[src/rtl/mul8bit_seq_pkg.sv]
`default_nettype none
// ============================================================================
// Module      : mul8bit_seq_pkg
// Description : Shared ULA definitions for the sequential multiplier.
// Revision    : 1.0 - initial release
// ============================================================================
package mul8bit_seq_pkg;

    localparam int c_default_width = 8;

    typedef enum logic [1:0] {
        ST_IDLE = 2'd0,
        ST_RUN  = 2'd1,
        ST_DONE = 2'd2
    } state_t;

    // Multiply slot in the ULA operation mux, next to the divider
    localparam logic [3:0] c_op_mul = 4'd6;

endpackage
`default_nettype wire

[src/rtl/mul8bit_seq_mul_step.sv]
`default_nettype none
// ============================================================================
// Module      : mul8bit_seq_mul_step
// Description : One combinational shift-add iteration of the multiplier.
// Revision    : 1.0 - initial release
// ============================================================================
module mul8bit_seq_mul_step #(
    parameter int WIDTH = 8,
    parameter int CNT_W = 3
) (
    input  logic [2*WIDTH-1:0] i_acc,
    input  logic [WIDTH-1:0]   i_mcand,
    input  logic               i_bit,
    input  logic [CNT_W-1:0]   i_cnt,
    output logic [2*WIDTH-1:0] o_acc_next
);

    logic [2*WIDTH-1:0] w_mcand_ext;
    logic [2*WIDTH-1:0] w_partial;

    assign w_mcand_ext = {{WIDTH{1'b0}}, i_mcand};
    assign w_partial   = w_mcand_ext << i_cnt;
    // The full product of two WIDTH-bit values fits in 2*WIDTH bits, so no carry is lost
    assign o_acc_next  = i_bit ? (i_acc + w_partial) : i_acc;

endmodule
`default_nettype wire

[src/rtl/mul8bit_seq.sv]
`default_nettype none
// ============================================================================
// Module      : mul8bit_seq
// Description : Sequential unsigned shift-add multiplier, one bit per clock.
// Revision    : 1.0 - initial release
// ============================================================================
module mul8bit_seq
    import mul8bit_seq_pkg::*;
#(
    parameter int WIDTH = c_default_width
) (
    input  logic               clk,
    input  logic               rst,
    input  logic               start,
    input  logic [WIDTH-1:0]   A,
    input  logic [WIDTH-1:0]   B,
    output logic               busy,
    output logic               done,
    output logic [2*WIDTH-1:0] Product,
    output logic [WIDTH-1:0]   Result,
    output logic               Overflow,
    output logic               Zero
);

    localparam int                 c_cnt_w    = (WIDTH > 1) ? $clog2(WIDTH) : 1;
    localparam logic [c_cnt_w-1:0] c_last_cnt = c_cnt_w'(WIDTH - 1);
    localparam logic [c_cnt_w-1:0] c_cnt_one  = c_cnt_w'(1);

    state_t               r_state;
    state_t               w_state_next;
    logic [WIDTH-1:0]     r_mcand;
    logic [WIDTH-1:0]     r_mplier;
    logic [2*WIDTH-1:0]   r_acc;
    logic [2*WIDTH-1:0]   r_product;
    logic [2*WIDTH-1:0]   w_acc_next;
    logic [c_cnt_w-1:0]   r_cnt;
    logic                 w_last;

    assign w_last = (r_cnt == c_last_cnt);

    mul8bit_seq_mul_step #(
        .WIDTH (WIDTH),
        .CNT_W (c_cnt_w)
    ) u_step (
        .i_acc      (r_acc),
        .i_mcand    (r_mcand),
        .i_bit      (r_mplier[0]),
        .i_cnt      (r_cnt),
        .o_acc_next (w_acc_next)
    );

    always_ff @(posedge clk) begin
        if (rst) begin
            r_state <= ST_IDLE;
        end else begin
            r_state <= w_state_next;
        end
    end

    always_comb begin
        w_state_next = r_state;
        case (r_state)
            ST_IDLE: if (start) w_state_next = ST_RUN;
            ST_RUN:  if (w_last) w_state_next = ST_DONE;
            ST_DONE: w_state_next = ST_IDLE;
            default: w_state_next = ST_IDLE;
        endcase
    end

    always_ff @(posedge clk) begin
        if (rst) begin
            r_mcand   <= '0;
            r_mplier  <= '0;
            r_acc     <= '0;
            r_cnt     <= '0;
            r_product <= '0;
        end else begin
            case (r_state)
                ST_IDLE: begin
                    if (start) begin
                        r_mcand  <= A;
                        r_mplier <= B;
                        r_acc    <= '0;
                        r_cnt    <= '0;
                    end
                end
                ST_RUN: begin
                    r_acc    <= w_acc_next;
                    r_mplier <= r_mplier >> 1;
                    r_cnt    <= r_cnt + c_cnt_one;
                    // Publish the accumulator including the final iteration
                    if (w_last) begin
                        r_product <= w_acc_next;
                    end
                end
                default: begin
                end
            endcase
        end
    end

    assign busy     = (r_state != ST_IDLE);
    assign done     = (r_state == ST_DONE);
    assign Product  = r_product;
    assign Result   = r_product[WIDTH-1:0];
    assign Overflow = |r_product[2*WIDTH-1:WIDTH];
    assign Zero     = (r_product == '0);

endmodule
`default_nettype wire

[config.mk]
export PLATFORM = sky130hd
export DESIGN_NAME = mul8bit_seq
export DESIGN_NICKNAME = d
export VERILOG_FILES = /design/src/rtl/mul8bit_seq_pkg.sv /design/src/rtl/mul8bit_seq_mul_step.sv /design/src/rtl/mul8bit_seq.sv
export SDC_FILE = /design/constraint.sdc
export NUM_CORES = 1
export LEC_CHECK = 0
export BUFFER_PORTS_ARGS = -buffer_cell sky130_fd_sc_hd__buf_4
export CORE_ASPECT_RATIO = 0.7
export CORE_MARGIN = 3
export CORE_UTILIZATION = 25
export CTS_BUF_LIST = sky130_fd_sc_hd__clkbuf_8 sky130_fd_sc_hd__clkbuf_16
export DETAILED_ROUTE_END_ITERATION = 8
export PLACE_DENSITY = 0.47
export SYNTH_ARGS = -nofsm -noshare
export SYNTH_HDL_FRONTEND = slang
export SYNTH_SLANG_ARGS = --single-unit
[constraint.sdc]
create_clock -name clk -period 3.15 [get_ports clk]
set_input_delay 0 -clock clk [delete_from_list [all_inputs] [get_ports clk]]
set_output_delay 0 -clock clk [all_outputs]
set_load 0.01 [all_outputs]
==> flow_summary.toml <==
[pwr]
total_power_uw = 1460
power.leakage_uw = 0.00164
powerDensity_nw_per_um2 = 361
ir_drop_mv = 0.198

[synth]
synth_edf_count = 0
syn_area_um2 = 3230
ys_seq_area_frac = 0.329
syn_inst = 414
synth-seq-cells = 53
ys_async_sr_fraction = 0
yosysWarnings = 0
yosys.area.top_type_share = 0.329
yosys.area.top_type = "dfxtp_1"
postSynthAreaPerCell_um2 = 7.79
synth_area_leaders = "dfxtp_1 (33%), nand2_1 (7.3%), ha_1 (6.6%)"
syn_nets = 451
yosysUniqueCellTypes = 45
ys.flop_type = "dfxtp_1"

[cells_and_area]
seq_area_um2 = 1070
antennaDiodeCount = 0
drive_above_1_share = 0.180
syn2layout_area_growth_pct = 25.8
multi_input_comb_area_um2 = 1980
fin_nets = 503
n_fill_cell = 1337

[die]
die_h_um = 101
initial_utilization = 0.258
top_level_ports = 47
dieArea_um2 = 14300
row_count = 34
die_w_um = 142
core_um2 = 12500

[sta]
finalCriticalPeriod_ns = 2.95
final-max-slew-violation-count = 0
rsz0062_at_grt = "false"
hold_violations = 0
period_share = 0.937
whs_ns = 0.152
setup_viol = 0
final.setup.tns_ns = 0
tightestPinTransition_ns = 0.968
skew_ns = 0.00387
relSlewSlack = 0.355
max_freq_mhz = 339

[placement]
io_buffers = 46
dp_hpwl_um = 6700
place_congestion = 0.846

[clocking]
root_buffer = "clkbuf_16"
numCtsBuffers = 5
clkLatencyLatePin_ns = 0.29
cts-htree-levels = 2
clkTransAtPathRegs_ns = 0.07
cts_buffer_depth = 2
clock_sinks = 53
cts_tree = "done"

[worst_setup_path]
critical_path.top_delay_family = "compound AO/OA/AOI/OAI gates"
cp_cell_sequence = "buf_4 > mux2_2 > nor2_1 > ha_1 > and3_2 > a221oi_4 > a22oi_2 > a221o_1 > xnor2_1 > o2bb2a_1 > nor2_1"
path_buf_inv = 1
startpoint_type = "register"
crit_path_max_incr_delay_ns = 0.40
cp_slowest_cell = "dfxtp_4"
cp.required_ns = 3.38
cp_common_cell = "nor2_1"
crit_path_max_fanout = 9
path_class = "reg2reg"
end_kind = "register"
cp.arrival_ns = 3.18

[global_routing]
grt_max_degree = 46
grt_pass1_vias = 2903
grt_pass1_wl_um = 14600
grt-ovfl-total = 0
antenna_found_initial = 0
grt_usage = 0.126

[min_path]
min_path_type = "in2reg"

[flow_run]
cap_violations = 0

[detailed_routing]
ant_nets = 0
met1Wirelength_um = 4760
top_layer_used = "met4"
wirelength_um = 8830
drt_iter0_drc = 190
drt-vias-per-instance = 4.85
drtPass1Iterations = 4
vias = 3045
drc = 0
wl_per_cell_um = 14.1
wl_met2_um = 3660
wl_met3_um = 332

[status]
status = "completed"
[flip-flops by register name, summed over array words and instances, names as in the netlist]
register / flops
Product: 16
r_cnt: 3
r_acc: 16
r_mplier: 8
r_mcand: 8
r_state: 2
[what timing repair did]
item,CTS,global route
hold buffers,16,0
setup buffers,0,2
gates resized for setup,0,4
hold endpoints to repair,16,0
setup endpoints to repair,0,12
[metrics by stage]
| stage | setup slack [ns] | cells | cell area (um^2) | utilization |
|---|---|---|---|---|
| after CTS | 0.0279 | 626 | 4030 | 0.323 |
| final | 0.199 | 628 | 4060 | 0.324 |
| after detailed placement | 0.0512 | 603 | 3740 | 0.299 |
| after floorplan | 0.0573 | 414 | 3230 | - |
| after global routing | 0.0221 | 628 | 4060 | 0.324 |
| after global placement | 0.106 | 603 | 3740 | 0.299 |
[area by class of cell]
type,count,share of cell area
Clock buffer,5,0.0308
Clock inverter,2,0.00308
Inverter,5,0.00463
Multi-Input combinational cell,320,0.488
Sequential cell,53,0.263
Tap cell,162,0.0500
Timing Repair Buffer,81,0.160
[layer usage]
| layer | vias to the layer above | track usage |
|---|---|---|
| li1 | 1576 | - |
| met5 | - | 0 |
| met3 | 6 | 0.0275 |
| met2 | 49 | 0.186 |
| met4 | 0 | 0.0280 |
| met1 | 1414 | 0.185 |
[worst paths after layout]
path,startpoint,endpoint,depth (start not counted),slack (ns)
worst max-delay path,r_cnt[0]$_SDFFE_PP0P_,r_acc[14]$_SDFFE_PP0P_,11,0.20
worst min-delay path,rst,r_acc[6]$_SDFFE_PP0P_,2,0.15
worst max register to register,r_cnt[0]$_SDFFE_PP0P_,r_acc[14]$_SDFFE_PP0P_,11,0.20
worst min register to register,r_mplier[7]$_SDFFE_PP0P_,r_mplier[7]$_SDFFE_PP0P_,2,0.47
[synth_stat cells (7+ instances only)]
| master | n |
|---|---|
| nand2_1 | 63 |
| dfxtp_1 | 53 |
| nor2_1 | 46 |
| a21oi_1 | 38 |
| clkbuf_1 | 27 |
| o21ai_0 | 20 |
| ha_1 | 17 |
| mux2i_1 | 16 |
| nand3_1 | 14 |
| a311oi_1 | 8 |
| buf_4 | 8 |
| a22oi_1 | 7 |
| mux2_2 | 7 |
| xnor2_1 | 7 |
[cells by family (layout without fill, tap and decap cells)]
kind of cell,after synthesis,count (layout),synth area share
xor+xnor,10,10,0.0272
compound gates,109,109,0.219
flops,53,53,0.329
simple gates,160,160,0.222
buf+inv,41,93,0.0570
fa+ha+maj,18,18,0.0721
mux,23,23,0.0741
[cell usage in the layout, fill, tap and decap left out, drive strengths merged, types with 4 or more instances in the layout]
cell         instances
a211oi               4
inv                  6
nor2                46
mux2i               16
dlygate4sd3         16
nor2b                5
nand2               63
buf                 65
nor4b                4
xnor2                7
a22oi                8
clkbuf               5
nand3               14
and2                 6
mux2                 7
nand2b               6
dfxtp               53
ha                  17
o22ai                5
a31oi                6
a21oi               38
o21ai               21
nor4                 4
nor3                 6
a311oi               8
a21o                 4
[report_power, final]
group / internal [uW] / leakage [uW] / switching (uW)
Sequential: 689 / 0.000432 / 16.4
Clock: 290 / 0.0000711 / 250
Combinational: 95.5 / 0.00113 / 122
Power figures use the tool's default switching activity.
